## src/rtl/mult_arbiter.sv

```systemverilog
// mult_arbiter
//   Shares a single multiplier between N_CLI clients. Requests are granted
//   round-robin, one operation at a time. The granted client's operands are
//   latched and issued with a one-cycle start pulse. The arbiter then waits for
//   the multiplier's done pulse and returns the product to that client. A
//   watchdog turns a hung multiplier into an error response.
//
// Ports
//   clk, rst_n    clock, asynchronous active-low reset
//   cli_req       per-client request level
//   cli_data_req  packed operands, client i at [i*2W +: 2W], {multiplicand, multiplier}
//   cli_ack       one-hot completion pulse (1 cycle)
//   cli_data_ack  product, valid while cli_ack is nonzero
//   cli_err       set together with cli_ack when the operation timed out
//   mul_req       1-cycle start pulse to the multiplier
//   mul_data_req  operands latched from the granted client
//   mul_ack       multiplier done pulse
//   mul_data_ack  multiplier product, valid with mul_ack
module mult_arbiter #(
    parameter int unsigned DATA_WIDTH = 8,
    parameter int unsigned N_CLI      = 4,
    parameter int unsigned TIMEOUT    = 64
) (
    input  logic                          clk,
    input  logic                          rst_n,
    input  logic [N_CLI-1:0]              cli_req,
    input  logic [N_CLI*2*DATA_WIDTH-1:0] cli_data_req,
    output logic [N_CLI-1:0]              cli_ack,
    output logic [2*DATA_WIDTH-1:0]       cli_data_ack,
    output logic                          cli_err,
    output logic                          mul_req,
    output logic [2*DATA_WIDTH-1:0]       mul_data_req,
    input  logic                          mul_ack,
    input  logic [2*DATA_WIDTH-1:0]       mul_data_ack
);

    localparam int unsigned OW = 2 * DATA_WIDTH;
    localparam int unsigned GW = (N_CLI > 1) ? $clog2(N_CLI) : 1;
    localparam int unsigned WW = $clog2(TIMEOUT + 1);

    typedef enum logic [1:0] {
        IDLE,
        ISSUE,
        WAIT,
        RESP
    } state_t;

    state_t            state_q, state_d;
    logic [GW-1:0]     gnt_q, gnt_d;
    logic [GW-1:0]     last_grant_q, last_grant_d;
    logic [WW-1:0]     wdog_q, wdog_d;
    logic [N_CLI-1:0]  cli_ack_q, cli_ack_d;
    logic [OW-1:0]     cli_data_ack_q, cli_data_ack_d;
    logic              cli_err_q, cli_err_d;
    logic              mul_req_q, mul_req_d;
    logic [OW-1:0]     mul_data_req_q, mul_data_req_d;

    // Round-robin search result
    logic              found;
    logic [GW-1:0]     pick;
    logic [GW-1:0]     cand_idx;
    logic [OW-1:0]     pick_ops;
    logic [N_CLI-1:0]  gnt_onehot;

    // Search upward from the client after the last winner, wrapping; the first
    // requester found wins.
    always_comb begin
        found    = 1'b0;
        pick     = last_grant_q;
        cand_idx = '0;
        pick_ops = '0;
        for (int unsigned off = 1; off <= N_CLI; off++) begin
            cand_idx = GW'((32'(last_grant_q) + off) % N_CLI);
            if (!found && cli_req[cand_idx]) begin
                found = 1'b1;
                pick  = cand_idx;
            end
        end
        for (int unsigned i = 0; i < N_CLI; i++) begin
            if (GW'(i) == pick) begin
                pick_ops = cli_data_req[i*OW +: OW];
            end
        end
    end

    assign gnt_onehot = {{(N_CLI-1){1'b0}}, 1'b1} << gnt_q;

    // Response outputs default to zero so they are high only during RESP.
    always_comb begin
        state_d        = state_q;
        gnt_d          = gnt_q;
        last_grant_d   = last_grant_q;
        wdog_d         = wdog_q;
        cli_ack_d      = '0;
        cli_data_ack_d = '0;
        cli_err_d      = 1'b0;
        mul_req_d      = 1'b0;
        mul_data_req_d = mul_data_req_q;

        unique case (state_q)
            IDLE: begin
                if (found) begin
                    gnt_d          = pick;
                    mul_data_req_d = pick_ops;
                    mul_req_d      = 1'b1;
                    state_d        = ISSUE;
                end
            end
            ISSUE: begin
                wdog_d  = '0;
                state_d = WAIT;
            end
            WAIT: begin
                // An ack arriving on the timeout cycle takes priority.
                if (mul_ack) begin
                    cli_ack_d      = gnt_onehot;
                    cli_data_ack_d = mul_data_ack;
                    state_d        = RESP;
                end else if (wdog_q == WW'(TIMEOUT - 1)) begin
                    cli_ack_d = gnt_onehot;
                    cli_err_d = 1'b1;
                    state_d   = RESP;
                end else begin
                    wdog_d = wdog_q + 1'b1;
                end
            end
            RESP: begin
                last_grant_d = gnt_q;
                state_d      = IDLE;
            end
            default: state_d = IDLE;
        endcase
    end

    always_ff @(posedge clk or negedge rst_n) begin
        if (!rst_n) begin
            state_q        <= IDLE;
            gnt_q          <= '0;
            last_grant_q   <= GW'(N_CLI - 1);
            wdog_q         <= '0;
            cli_ack_q      <= '0;
            cli_data_ack_q <= '0;
            cli_err_q      <= 1'b0;
            mul_req_q      <= 1'b0;
            mul_data_req_q <= '0;
        end else begin
            state_q        <= state_d;
            gnt_q          <= gnt_d;
            last_grant_q   <= last_grant_d;
            wdog_q         <= wdog_d;
            cli_ack_q      <= cli_ack_d;
            cli_data_ack_q <= cli_data_ack_d;
            cli_err_q      <= cli_err_d;
            mul_req_q      <= mul_req_d;
            mul_data_req_q <= mul_data_req_d;
        end
    end

    assign cli_ack      = cli_ack_q;
    assign cli_data_ack = cli_data_ack_q;
    assign cli_err      = cli_err_q;
    assign mul_req      = mul_req_q;
    assign mul_data_req = mul_data_req_q;

endmodule
```

## config.mk

```make
export PLATFORM = sky130hd
export DESIGN_NAME = mult_arbiter
export DESIGN_NICKNAME = d
export VERILOG_FILES = /design/src/rtl/mult_arbiter.sv
export SDC_FILE = /design/constraint.sdc
export NUM_CORES = 1
export LEC_CHECK = 0
export CORE_UTILIZATION = 46
export CTS_BUF_LIST = sky130_fd_sc_hd__clkbuf_2 sky130_fd_sc_hd__clkbuf_4 sky130_fd_sc_hd__clkbuf_8
export CTS_CLUSTER_SIZE = 16
export DETAILED_ROUTE_END_ITERATION = 8
export PLACE_DENSITY = 0.87
export SLEW_MARGIN = 10
export SYNTH_ARGS = -nofsm -noshare
export SYNTH_HDL_FRONTEND = slang
export SYNTH_SLANG_ARGS = --single-unit
```

## constraint.sdc

```tcl
create_clock -name clk -period 4.05 [get_ports clk]
set_clock_uncertainty 0.05 [all_clocks]
set_input_delay 0.405 -clock clk [delete_from_list [all_inputs] [get_ports clk]]
set_output_delay 0.405 -clock clk [all_outputs]
set_load 0.03 [all_outputs]
```

Word-level counts from Yosys, hierarchy flattened. Cells that the tools add are included.

Add/subtract/negate cells: 5. Magnitude comparators: 4. Eq/ne operators: 11. Shift operators: 1. Mux-type cells: 37. Reductions and logical operators: 12.

Operator list (count): 16-bit two-way mux (6); 2-bit two-way mux (7); 7-bit two-way mux (2); 7-bit one-hot mux with 2 select lines (1); 1-bit two-way mux (13); 2-bit by 3-bit < comparator with 1-bit output, second input constant (4); 4-bit two-way mux (3); 1-bit binary-select mux with 2-bit select (4); 2-bit one-hot mux with 4 select lines (1); 7-bit by 1-bit adder with 7-bit output, second input constant (1); 7-bit by 6-bit equality test with 1-bit output, second input constant (1); 2-bit != test, second input constant (3); 2-bit by 1-bit adder with 2-bit output, second input constant (2); 2-bit adder, second input constant (2); 2-bit equality test, first input constant (2); 2-bit equality test, second input constant (2); 2-bit logical NOT (2); 2-bit AND reduction (2); 1-bit by 2-bit << shifter with 4-bit output, first input constant (1); 1-bit logical AND (3); 1-bit logical NOT (3); 3-bit != test, second input constant (1); 3-bit AND reduction (1); 1-bit by 2-bit equality test with 1-bit output, first input constant (1); 2 further kinds (2).

Flip-flop bits (word level): 51. Input port bits: 87. Output and inout bits: 38. Logic and storage cells: 79.

Longest topological paths before layout.
Depth in word-level cells: 18. Gate-level depth with buffers: 8. Depth with buffers taken out: 7.

Least setup slack after synthesis. OpenSTA, ideal clock, no wires.

Path kind: register to register. Start: reg last_grant_q[1]. End: reg mul_data_req_q[15] (netlist: mul_data_req[15]). Setup time: 80 ps. Data arrival time: 1884 ps. Data required time: 3920 ps. Path slack: 2036 ps. Stages on the path, launching flop included: 8. Path buffers: 2. Period minus slack after synthesis: 2014 ps. Cells stage by stage: dfstp_2 > buf_6 > mux2i_1 > nor2_1 > a311oi_4 > buf_6 > mux2_1 > o211ai_2.

Word-level cells in the longest chain between the ends: 18. Elaborated cells between the ends (all ways): 35. Classes of those cells: add/sub (4); eq/ne (3); mux (20); reduce/logical (8).

RTL lines: start: declaration (line 50) `logic [GW-1:0] last_grant_q, last_grant_d;`; start signal: assignment (line 139) `last_grant_q <= GW'(N_CLI - 1);`; start signal: assignment (line 149) `last_grant_q <= last_grant_d;`; 2-bit by 1-bit adder with 2-bit output (line 73) `cand_idx = GW'((32'(last_grant_q) + off) % N_CLI);`; 1-bit binary-select mux with 2-bit select (line 74) `if (!found && cli_req[cand_idx]) begin`; 1-bit two-way mux (not written as such) (line 74); 1-bit two-way mux (line 74); 1-bit logical NOT (line 74); 1-bit logical AND (line 74); 1-bit two-way mux (line 74); 1-bit logical NOT (line 74); 1-bit logical AND (line 74); 1-bit two-way mux (line 74); 1-bit logical NOT (line 74); 1-bit logical AND (line 74); 2-bit two-way mux (line 74); 2-bit logical NOT (line 80) `if (GW'(i) == pick) begin`; 16-bit two-way mux (4 in a row) (line 80); end signal: assignment (line 155) `mul_data_req_q <= mul_data_req_d;`; end: declaration (line 56) `logic [OW-1:0] mul_data_req_q, mul_data_req_d;`.

Several ways; a longest one is shown, not always the timed one. The select of a mux whose other input is x is not followed. A chain may end at the register's enable or synchronous reset.

Final worst setup path.
Start: in cli_req[3]. End: reg mul_data_req_q[2] (netlist: mul_data_req[2]).

Word-level cells in the longest chain between the ends: 17. Elaborated cells between the ends (all ways): 31. Classes of those cells: eq/ne (3); mux (20); reduce/logical (8).

RTL lines: start: declaration (line 26) `input logic [N_CLI-1:0] cli_req,`; 1-bit binary-select mux with 2-bit select (line 74); 1-bit two-way mux (not written as such) (line 74); 1-bit two-way mux (line 74); 1-bit logical NOT (line 74); 1-bit logical AND (line 74); 1-bit two-way mux (line 74); 1-bit logical NOT (line 74); 1-bit logical AND (line 74); 1-bit two-way mux (line 74); 1-bit logical NOT (line 74); 1-bit logical AND (line 74); 2-bit two-way mux (line 74); 2-bit logical NOT (line 80); 16-bit two-way mux (4 in a row) (line 80).

Several ways; a longest one is shown, not always the timed one. The select of a mux whose other input is x is not followed.

==> Flow_metrics.wiki <==
{| class="wikitable"
! Metric !! Value
|-
| Status || completed
|-
| Clock latency reported for the late side of the worst-skew pair || 310 ps
|-
| Smallest hold slack || 239.0 ps
|-
| Antenna violations before repair || 0
|-
| Number of synthesized register bits || 51
|-
| Number of buffers created by CTS || 5
|-
| Cells after Synth || 251
|-
| Die Height || around 80 µm
|-
| Length in cells of the worst reg-to-reg path || 8
|-
| Iteration-0 DRC count of the detailed router || 86
|-
| Data required time of the worst path || roughly 4200 ps
|-
| Post-route fraction of the period consumed by the critical path || 0.6686
|-
| Area contributors post-synth || dfrtp_1 44%, o211ai_2 6.8%, mux2i_1 6.2%
|-
| Aggregate negative setup slack || 0 ps
|-
| Hold Fails Final Rpt || 0
|-
| Number of vias after detailed routing || 2352
|-
| Total wire length after detailed routing || about 7 mm
|-
| Total number of nets in the final design || 462
|-
| Cell type of the slowest stage on the worst timing path || clkdlybuf4s50_1
|-
| Area of the core region || 0.005642 mm²
|-
| Via-to-Cell Ratio || 5.321
|-
| Unrepaired setup endpoints after global routing || false
|-
| Critical Path Fanout Max || 34
|-
| First-pass detailed-route iteration total || 4
|-
| Total number of yosys warnings || 0
|-
| Worst r2r dst || mul_data_req[2]
|-
| Relative max-transition margin || 0.2724
|-
| HPWL Detailed || 5.376 mm
|-
| Fraction of layout instances using a drive strength above 1 || 0.1189
|-
| Buffer cell driving the clock tree root || clkbuf_8
|-
| Starting utilization of the core area || 0.4899
|-
| Synthesized net count || 344
|-
| Number of setup violations in the final report || 0
|-
| Mean instance size in the synthesized netlist || 11.01 µm²
|-
| Number of violations of the max-capacitance limit || 0
|-
| Register-to-register setup slack || between 1500 and 2000 ps
|-
| Total die area || between 0.006 and 0.007 mm²
|-
| PwrDens || just over 600 mW/mm²
|-
| Via count of the first global-routing pass || 2299
|-
| Cell Chain, Critical Path || clkdlybuf4s50_1, nor4_1, nand2b_1, buf_4, inv_2, nand2b_1, buf_4, o211ai_2
|-
| Final Slew Violations || 0
|-
| Number of core rows || 27
|-
| Nature of the critical path endpoint || register
|-
| Kind of launch point of the worst setup path || primary input
|-
| WL/cell || 16.17 µm
|-
| Slew at the pin with the worst max-slew slack || 1091 ps
|-
| Share of the yosys chip area belonging to registers || 0.4627
|-
| Quantity of hold-fixing buffers added after cts || 0
|-
| Layout area overhead || 47.80%
|-
| GR Util All Layers || 0.2308
|-
| Clock tree from TritonCTS || done
|-
| Most frequent cells in the layout || 123 x clkdlybuf4s50_1, 49 x dfrtp_1, 33 x nand3_1
|-
| Static power due to leakage || around 1.8 nW
|-
| Share of async-settable or async-resettable flops after synthesis || 1.000
|-
| Primary flip-flop cell chosen by synthesis mapping || dfrtp_1
|-
| Critical Setup Path Class || in2reg
|-
| GRT Residual Overflow || 0
|-
| Count of unique library cells instantiated by Yosys || between 40 and 50
|-
| Synth top area share || 0.4436
|-
| Sink count of the clock tree || 51
|-
| Post-cts sizing count || 0
|-
| Synthesized cell area || 0.002764 mm²
|-
| Boundary pin count || 125
|-
| Count of flip-flops with a built-in enable after synthesis || 0
|-
| Count of fill cells added during filler insertion || 408
|-
| Largest net degree at the start of global routing || 52
|-
| Worst Hold Class || in2async
|-
| Max Fclk || 369.3 MHz
|-
| First-pass GRT wire length || 11.14 mm
|-
| Depth of the CTS H-tree || 2
|-
| Final Wtd Congestion || 0.7796
|-
| Peak ir drop on the vdd network || 0.0004182 V
|-
| Number of antenna diodes || 0
|-
| Arr. time, crit path || between 2000 and 3000 ps
|-
| Count of unresolved DRC violations after routing || 0
|-
| Final critical path time including I/O delays and setup || 2708 ps
|-
| Largest stage delay on the critical path || 480 ps
|-
| DRT antenna net count || 0
|-
| Post-synth top area cell || dfrtp_1
|-
| Launching point of the worst reg2reg path || state_q[1]
|-
| Setup fix buffers added after clock tree synthesis || 0
|-
| Maximum count of clock buffers along a single path || 2
|-
| Most common cell after layout, fill and taps aside || clkdlybuf4s50_1
|-
| Chip Width || between 70 and 80 µm
|-
| Port-buffer cells || 124
|-
| Clock-pin slew on the worst setup and hold paths || 100 ps
|}
-- synth_stat cells (2+ instances only) --
cell and number:
o21ai_0 7, nor2_1 7, o31ai_1 3, o211ai_2 15, mux2_1 7, buf_2 3, inv_1 5, mux2_2 6
nand2_1 23, and3_1 17, a211oi_1 2, clkbuf_1 4, nor3b_1 2, mux2_4 5, a21oi_1 2, nor3_1 3
nor2b_1 2, dfrtp_1 49, nand2b_1 5, dfstp_2 2, nand3_1 33, ha_1 6, mux2i_1 17, xor2_1 2
buf_6 7
-- worst max path at each step --
stage                                   to  cells after the start       startpoint
after floorplan           mul_data_req[15]                      7  last_grant_q[1]
after global placement     mul_data_req[0]                      8       cli_req[3]
after detailed placement   mul_data_req[2]                      8       cli_req[3]
after CTS                  mul_data_req[2]                      8       cli_req[3]
after global routing       mul_data_req[4]                      8       cli_req[3]
final                      mul_data_req[2]                      8       cli_req[3]
-- metrics by stage --
step / setup WS [ps] / area (µm²) / utilization / total power [W] / std cells
after floorplan: 2036 / 2764 / - / 0.001781 / 251
after global placement: 1101 / 3991 / 0.7075 / 0.002140 / 434
after detailed placement: 1021 / 3991 / 0.7075 / 0.002191 / 434
after CTS: 1343 / 4085 / 0.7241 / 0.002494 / 442
after global routing: 1135 / 4085 / 0.7241 / 0.002648 / 442
final: 1342 / 4085 / 0.7241 / 0.002478 / 442
-- kinds of logic after synthesis --
family | count (synthesis) | synth area share
AOI/OAI and AO/OA | 37 | 0.1299
xor gates and xnor gates | 2 | 0.006339
adders and majority gates | 6 | 0.02716
buffers and inverters | 23 | 0.05477
DFF | 51 | 0.4627
muxes | 35 | 0.1417
and+or+nand+nor | 97 | 0.1775
-- worst max-delay path, delay by kind of cell --
kind,cells,cell delay (ps)
compound gates,1,100
simple gates,3,1070
buf+inv,4,1260
-- state kept, by name, indices dropped and copies added (netlist names) --
| signal | count |
|---|---|
| cli_data_ack | 16 |
| gnt_q | 2 |
| cli_err | 1 |
| cli_ack | 4 |
| state_q | 2 |
| last_grant_q | 2 |
| mul_data_req | 16 |
| wdog_q | 7 |
| mul_req | 1 |
-- cell type report --
class                   instances  area (µm²)  area share
well taps                      72       90.09     0.02205
inverters                       6       22.52    0.005513
clock buffers                   5       68.82     0.01685
repair buffers                128        1266      0.3100
flip-flops and latches         51        1279      0.3130
clock inverters                 3       25.02    0.006126
multi-input cells             177        1334      0.3265
-- where the power goes --
part	internal [W]	leakage (nW)	switching (W)
Clock	0.000124	0.0443	0.000177
Combinational	0.000612	1.07	0.000783
Sequential	0.000672	0.663	0.000110
-- routing by layer --
metal	vias up	global-route usage	wire length [µm]
met2	67	0.3889	3575
met5	-	0	0
met3	11	0.03886	364
met1	1137	0.2990	3046
li1	1137	-	-
met4	0	0.07636	161
Note: power is estimated with default switching activity, not from simulation.
